[src/rtl/snake_pkg.sv]
// Shared snake game definitions: board geometry, cell-index field layout and
// the food spawner state encoding.
package snake_pkg;

  localparam int BOARD_CELLS = 64;
  localparam int POS_W       = 6;

  // Cell index layout {row, col}, shared with the logic datapath and display mux
  localparam int ROW_MSB = 5;
  localparam int ROW_LSB = 3;
  localparam int COL_MSB = 2;
  localparam int COL_LSB = 0;

  typedef enum logic [2:0] {
    SP_IDLE     = 3'd0,
    SP_REQ_RAND = 3'd1,
    SP_CHECK    = 3'd2,
    SP_SCAN     = 3'd3,
    SP_DONE     = 3'd4
  } spawn_state_e;

endpackage

[src/rtl/food_spawner.sv]
// Food placement scheduler: draws PRNG candidates against the occupancy map,
// then falls back to a wrap-around linear scan; reports a free cell or board full.
module food_spawner
  import snake_pkg::*;
#(
  parameter int MAX_TRIES = 8
) (
  input  logic                   clka,
  input  logic                   restart_n,
  input  logic                   spawn_req,
  input  logic [BOARD_CELLS-1:0] occupancy_flat,
  output logic                   rand_req,
  input  logic                   rand_ack,
  input  logic [POS_W-1:0]       rand_val,
  output logic [POS_W-1:0]       food_pos,
  output logic                   food_valid,
  output logic                   board_full,
  output logic                   spawn_done,
  output logic                   busy
);

  localparam logic [3:0] MAX_TRIES_W = MAX_TRIES[3:0];
  localparam logic [5:0] SCAN_LAST   = 6'd62;

  spawn_state_e     state_q, state_d;
  logic [POS_W-1:0] cand_q, cand_d;
  logic [POS_W-1:0] idx_q, idx_d;
  logic [5:0]       scanned_q, scanned_d;
  logic [3:0]       tries_q, tries_d;
  logic [POS_W-1:0] food_pos_q, food_pos_d;
  logic             rand_req_q, rand_req_d;
  logic             food_valid_q, food_valid_d;
  logic             board_full_q, board_full_d;
  logic             spawn_done_q, spawn_done_d;
  logic             busy_q, busy_d;

  logic [POS_W-1:0] lookup_idx;
  logic             cell_occupied;
  logic [3:0]       tries_inc;

  // One 64:1 lookup shared by CHECK (candidate) and SCAN (linear index)
  assign lookup_idx    = (state_q == SP_SCAN) ? idx_q : cand_q;
  assign cell_occupied = occupancy_flat[lookup_idx];
  assign tries_inc     = tries_q + 4'd1;

  always_comb begin
    state_d      = state_q;
    cand_d       = cand_q;
    idx_d        = idx_q;
    scanned_d    = scanned_q;
    tries_d      = tries_q;
    food_pos_d   = food_pos_q;
    rand_req_d   = rand_req_q;
    food_valid_d = food_valid_q;
    board_full_d = board_full_q;
    spawn_done_d = 1'b0;
    busy_d       = busy_q;

    case (state_q)
      SP_IDLE: begin
        if (spawn_req) begin
          food_valid_d = 1'b0;
          board_full_d = 1'b0;
          tries_d      = 4'd0;
          busy_d       = 1'b1;
          rand_req_d   = 1'b1;
          state_d      = SP_REQ_RAND;
        end
      end
      SP_REQ_RAND: begin
        if (rand_ack) begin
          cand_d     = rand_val;
          rand_req_d = 1'b0;
          state_d    = SP_CHECK;
        end
      end
      SP_CHECK: begin
        if (!cell_occupied) begin
          food_pos_d   = cand_q;
          food_valid_d = 1'b1;
          spawn_done_d = 1'b1;
          state_d      = SP_DONE;
        end else begin
          tries_d = tries_inc;
          if (tries_inc == MAX_TRIES_W) begin
            idx_d     = cand_q + 6'd1;
            scanned_d = 6'd0;
            state_d   = SP_SCAN;
          end else begin
            rand_req_d = 1'b1;
            state_d    = SP_REQ_RAND;
          end
        end
      end
      SP_SCAN: begin
        if (!cell_occupied) begin
          food_pos_d   = idx_q;
          food_valid_d = 1'b1;
          spawn_done_d = 1'b1;
          state_d      = SP_DONE;
        end else if (scanned_q == SCAN_LAST) begin
          board_full_d = 1'b1;
          spawn_done_d = 1'b1;
          state_d      = SP_DONE;
        end else begin
          idx_d     = idx_q + 6'd1;
          scanned_d = scanned_q + 6'd1;
        end
      end
      SP_DONE: begin
        busy_d  = 1'b0;
        state_d = SP_IDLE;
      end
      default: begin
        state_d    = SP_IDLE;
        rand_req_d = 1'b0;
        busy_d     = 1'b0;
      end
    endcase
  end

  always_ff @(negedge clka or negedge restart_n) begin
    if (!restart_n) begin
      state_q      <= SP_IDLE;
      cand_q       <= '0;
      idx_q        <= '0;
      scanned_q    <= '0;
      tries_q      <= '0;
      food_pos_q   <= '0;
      rand_req_q   <= 1'b0;
      food_valid_q <= 1'b0;
      board_full_q <= 1'b0;
      spawn_done_q <= 1'b0;
      busy_q       <= 1'b0;
    end else begin
      state_q      <= state_d;
      cand_q       <= cand_d;
      idx_q        <= idx_d;
      scanned_q    <= scanned_d;
      tries_q      <= tries_d;
      food_pos_q   <= food_pos_d;
      rand_req_q   <= rand_req_d;
      food_valid_q <= food_valid_d;
      board_full_q <= board_full_d;
      spawn_done_q <= spawn_done_d;
      busy_q       <= busy_d;
    end
  end

  assign rand_req   = rand_req_q;
  assign food_pos   = food_pos_q;
  assign food_valid = food_valid_q;
  assign board_full = board_full_q;
  assign spawn_done = spawn_done_q;
  assign busy       = busy_q;

endmodule
[config.mk]
export PLATFORM = sky130hd
export DESIGN_NAME = food_spawner
export DESIGN_NICKNAME = d
export VERILOG_FILES = /design/src/rtl/snake_pkg.sv /design/src/rtl/food_spawner.sv
export SDC_FILE = /design/constraint.sdc
export NUM_CORES = 1
export LEC_CHECK = 0
export BUFFER_PORTS_ARGS = -buffer_cell sky130_fd_sc_hd__buf_2
export CAP_MARGIN = 0
export CORE_MARGIN = 2
export CORE_UTILIZATION = 51
export DETAILED_ROUTE_END_ITERATION = 10
export GPL_TIMING_DRIVEN = 0
export HOLD_SLACK_MARGIN = 0.08
export PLACE_DENSITY = 0.79
export RECOVER_POWER = 50
export SLEW_MARGIN = 15
export SYNTH_ARGS = -nofsm -noshare
export SYNTH_HDL_FRONTEND = slang
export SYNTH_SLANG_ARGS = --single-unit
[constraint.sdc]
create_clock -name clka -period 6.6 [get_ports clka]
set_clock_uncertainty 0.1 [all_clocks]
set_input_delay 0.33 -clock clka [delete_from_list [all_inputs] [get_ports clka]]
set_output_delay 0.33 -clock clka [all_outputs]
set_load 0.03 [all_outputs]
Word-level counts from Yosys, hierarchy flattened
Index checks and enable logic that the tools add are counted.
{ "word_totals": {"out_inout_bits": 11, "inputBits": 74, "ff_bits": 36} }
{ "op_classes": {"n_lt_le_gt_ge": 1, "mux": 42, "eq_ne": 18, "add_sub_neg": 4, "n_bitwise": 2, "reduce_logical": 17} }
{ "ops": {"columns": ["operator", "n"], "rows": [
  ["two-way mux 6 bit", 11],
  ["case mux 6 bit (2 select lines)", 3],
  ["inequality test 2 bit (second input constant)", 10],
  ["adder 6 x 1 -> 6 bit (second input constant)", 3],
  ["two-way mux 3 bit", 5],
  ["two-way mux 1 bit", 12],
  ["case mux 3 bit (4 select lines)", 1],
  ["AND reduction 3 bit", 4],
  ["AND reduction 5 bit", 2],
  ["two-way mux 4 bit", 2],
  ["case mux 1 bit (2 select lines)", 4],
  ["case mux 4 bit (2 select lines)", 1],
  ["nonzero test 2 bit", 4],
  ["less-than comparator 6 x 7 -> 1 bit (second input constant)", 1],
  ["binary-select mux 1 bit (select 6 bit)", 1],
  ["equality test 3 x 2 -> 1 bit (second input constant)", 2],
  ["equality test 6 bit (second input constant)", 1],
  ["adder 4 x 1 -> 4 bit (second input constant)", 1],
  ["equality test 4 bit (second input constant)", 1],
  ["case mux 1 bit (4 select lines)", 1],
  ["AND reduction 2 bit", 2],
  ["AND reduction 4 bit", 1],
  ["OR reduction 2 bit", 2],
  ["equality test 3 x 1 -> 1 bit (second input constant)", 1],
  ["7 further kinds", 8]
]} }

Longest topological paths before layout
{ "depth": {"word_depth": 6, "depth_mapped": 12, "depth_no_buf": 9} }

==> metrics.cfg <==
[outcome]
result_of_the_run=finished with violations
violations=max-capacitance violations, max-slew violations

[detailed_routing]
firstDrtPassIters=7
met3_wirelength_um=673
routedWlPerCell_um=18.10
drt-initial-drc-count=156
top_signal_layer_used=met4
drt.antenna.violating_nets=0
drcViolationCount=0
routed_via_density=6.210
detailroute.wirelength.met2_um=4526
vias=3217
route.final.wire_length_um=9378
met1Wirelength_um=3818

[placed_design]
portBuffers=84
place_ws_ns=0.09825
globalplace.congestion=0.9830
place.detailed.hpwl_um=7158

[critical_path]
worstPathRequired_ns=3.33
end_kind=flip-flop
worst_stage_delay_on_the_critical_path_ns=0.49
timing.critical_path.buf_inv=1
start_kind=input port
cp_max_fo=6
critical-path-slowest-cell=nor4_2
data_arrival_critical_path_ns=3.00
crit_family=simple AND/OR/NAND/NOR gates
crit_chain=buf_2, mux4_2, a2bb2oi_1, a22oi_1, a2111oi_0, nor4_2, a32oi_2, nor2_1, mux2_2
crit_type=input port to flip-flop

[clocking]
cts_inserted_buffers=5
cts_setup_buffers=0
h_tree_depth_reported_by_cts=2
cts.path.max_buffers=2
clkLatencyLatePin_ns=0.29
cts-resized-gates=0
cts_root_buffer=clkbuf_8
cts.sinks=36
clock_transition_time_at_the_flip_flop_clock_pins_of_the_worst_setup_and_hold_paths_ns=0.05
hold_buffers=0
tritoncts_clock_tree=yes

[finish]
flow.area_growth_from_synthesis_pct=18.97
drive_above_1_share_pct=28.44
area.sequential_um2=900.9
total_inserted_antenna_cells=0
final_nets=521
post-route-util_pct=62.95
nFillCells=514
multi_input_comb_area_um2=2067

[global_routing]
grt_antenna_before_repair=0
global_route.usage.total_pct=27.77
number_of_global_route_vias_before_repair=3023
grt_pass1_wl_um=14320
grt_max_degree=37
grt_remaining_overflow=0

[die]
chipHeight_um=82.38
initial_utilization_pct=52.92
floorplan.core_area_um2=5921
die_width_um=82.38
rows=28
floorplan.die_area_um2=6786
pin_count=85

[sta]
crit_path_setup_slack_layout_ns=0.3274
tns_ns=0
rsz0062_at_grt=false
hold_violations=0
report.final.slew_viol_count=37
max-slew-margin-rel_pct=-28.20
worst_pin_slew_ns=1.923
report.final.setup_viol=0

[synthesis]
ys_warn_count=0
postSynth.topFlopCell=dfrtn_1
yosys.area_share.adder_pct=1.997
synthSimpleGateAreaFrac_pct=19.29
sequential_cell_area_fraction_in_the_yosys_report_pct=28.75
netlist-cell-type-count=63
synthMuxAreaShare_pct=24.44
xor_xnor_cell_area_share_of_the_yosys_netlist_pct=1.118
asyncSetResetFlopFracSynth_pct=100.0
post_synth_edffs=0
syn-cell-area_um2=3133
synth_area_leader_cell=dfrtn_1
yosysTopAreaCellShare_pct=28.75
yosys-top-cells-count=mux2i_1, dfrtn_1, nand2_1, nor2_1, mux2_2
synth_cells=351
synth_area_leaders=dfrtn_1, mux2i_1, mux2_2, nand2_1, a211oi_1
synth_top_family_by_area=multiplexers
synth_nets=430
synth-compound-area-share_pct=19.13
postSynthAreaPerCell_um2=8.926
synth-seq-cells=36
library_cell_with_the_highest_instance_count_after_synthesis=mux2i_1

[job]
timing.max_cap.violations=1

[pwr]
cellLeakagePower_uw=0.001829
power_density_nw_per_um2=467.6
ir_worst_vdd_mv=0.2233

[worst_hold_path]
hold_path_class=flip-flop to flip-flop

==> layer usage <==
layer	GRT usage, %	up-vias
met5	0	-
met4	14.83	0
met3	2.500	38
met2	47.10	178
met1	34.92	1505
li1	-	1496
==> power breakdown <==
group	switching [uW]	internal [uW]	total [uW]
logic	718	476	1190
registers	79.9	313	393
clock network	81.9	73.6	155
total	880	863	1740
==> tightest hold or removal path: cells and delay by family, from the launching register on <==
family,cells,cell delay [ns]
simple gates,1,0.07
compound gates,1,0.04
flops,1,0.41
==> per-stage QoR <==
stage               instance area (um^2)  hold slack (ns)  total power [uW]  std cells
finish                              3727           0.3439              1743        518
global route                        3727           0.3756              1860        518
CTS                                 3735           0.3516              1729        518
detailed placement                  3647           0.3497              1569        510
global placement                    3647           0.3348              1543        510
floorplan                           3133           0.3549              1265        351
==> placed cells by master, fill, tap and decap left out, drive strengths merged, types with 10 or more instances in the layout <==
master and n:
a211oi 10, a21oi 13, buf 91, clkbuf 20
dfrtn 36, inv 16, mux2 21, mux2i 48
nand2 30, nand3 11, nor2 19, o21ai 12
==> final cells by class <==
| cell class | count | share of cell area (%) |
|---|---|---|
| Buffer | 22 | 2.820 |
| Clock buffer | 5 | 1.846 |
| Clock inverter | 3 | 0.5035 |
| Inverter | 16 | 1.611 |
| Multi-Input combinational cell | 277 | 55.45 |
| Sequential cell | 36 | 24.17 |
| Tap cell | 75 | 2.518 |
| Timing Repair Buffer | 84 | 11.08 |
==> flip-flops by register name, indices dropped and copies added (netlist names), 3 cells and up <==
name	flops
idx_q	6
food_pos	6
cand_q	6
state_q	3
scanned_q	6
tries_q	4
==> worst paths after layout <==
kind | start | end | slack [ns] | cells past startpoint
max in group asynchronous | restart_n | food_pos[1] | 1.63 | 1
worst min register to register | busy | busy | 0.34 | 2
min in group asynchronous | restart_n | tries_q[3] | 3.64 | 1
worst max-delay path | occupancy_flat[15] | food_pos[0] | 0.33 | 9
worst min-delay path | busy | busy | 0.34 | 2
worst max register to register | state_q[2] | idx_q[2] | 2.69 | 11
==> cells by family (layout without fill, tap and decap cells) <==
kind of cell	count (synthesis)	count (layout)
flops	36	36
fa+ha+maj	5	5
mux	71	71
buf+inv	38	130
compound gates	85	85
xor+xnor	4	4
simple gates	112	112
No activity file was read; power rests on OpenSTA's default activity.
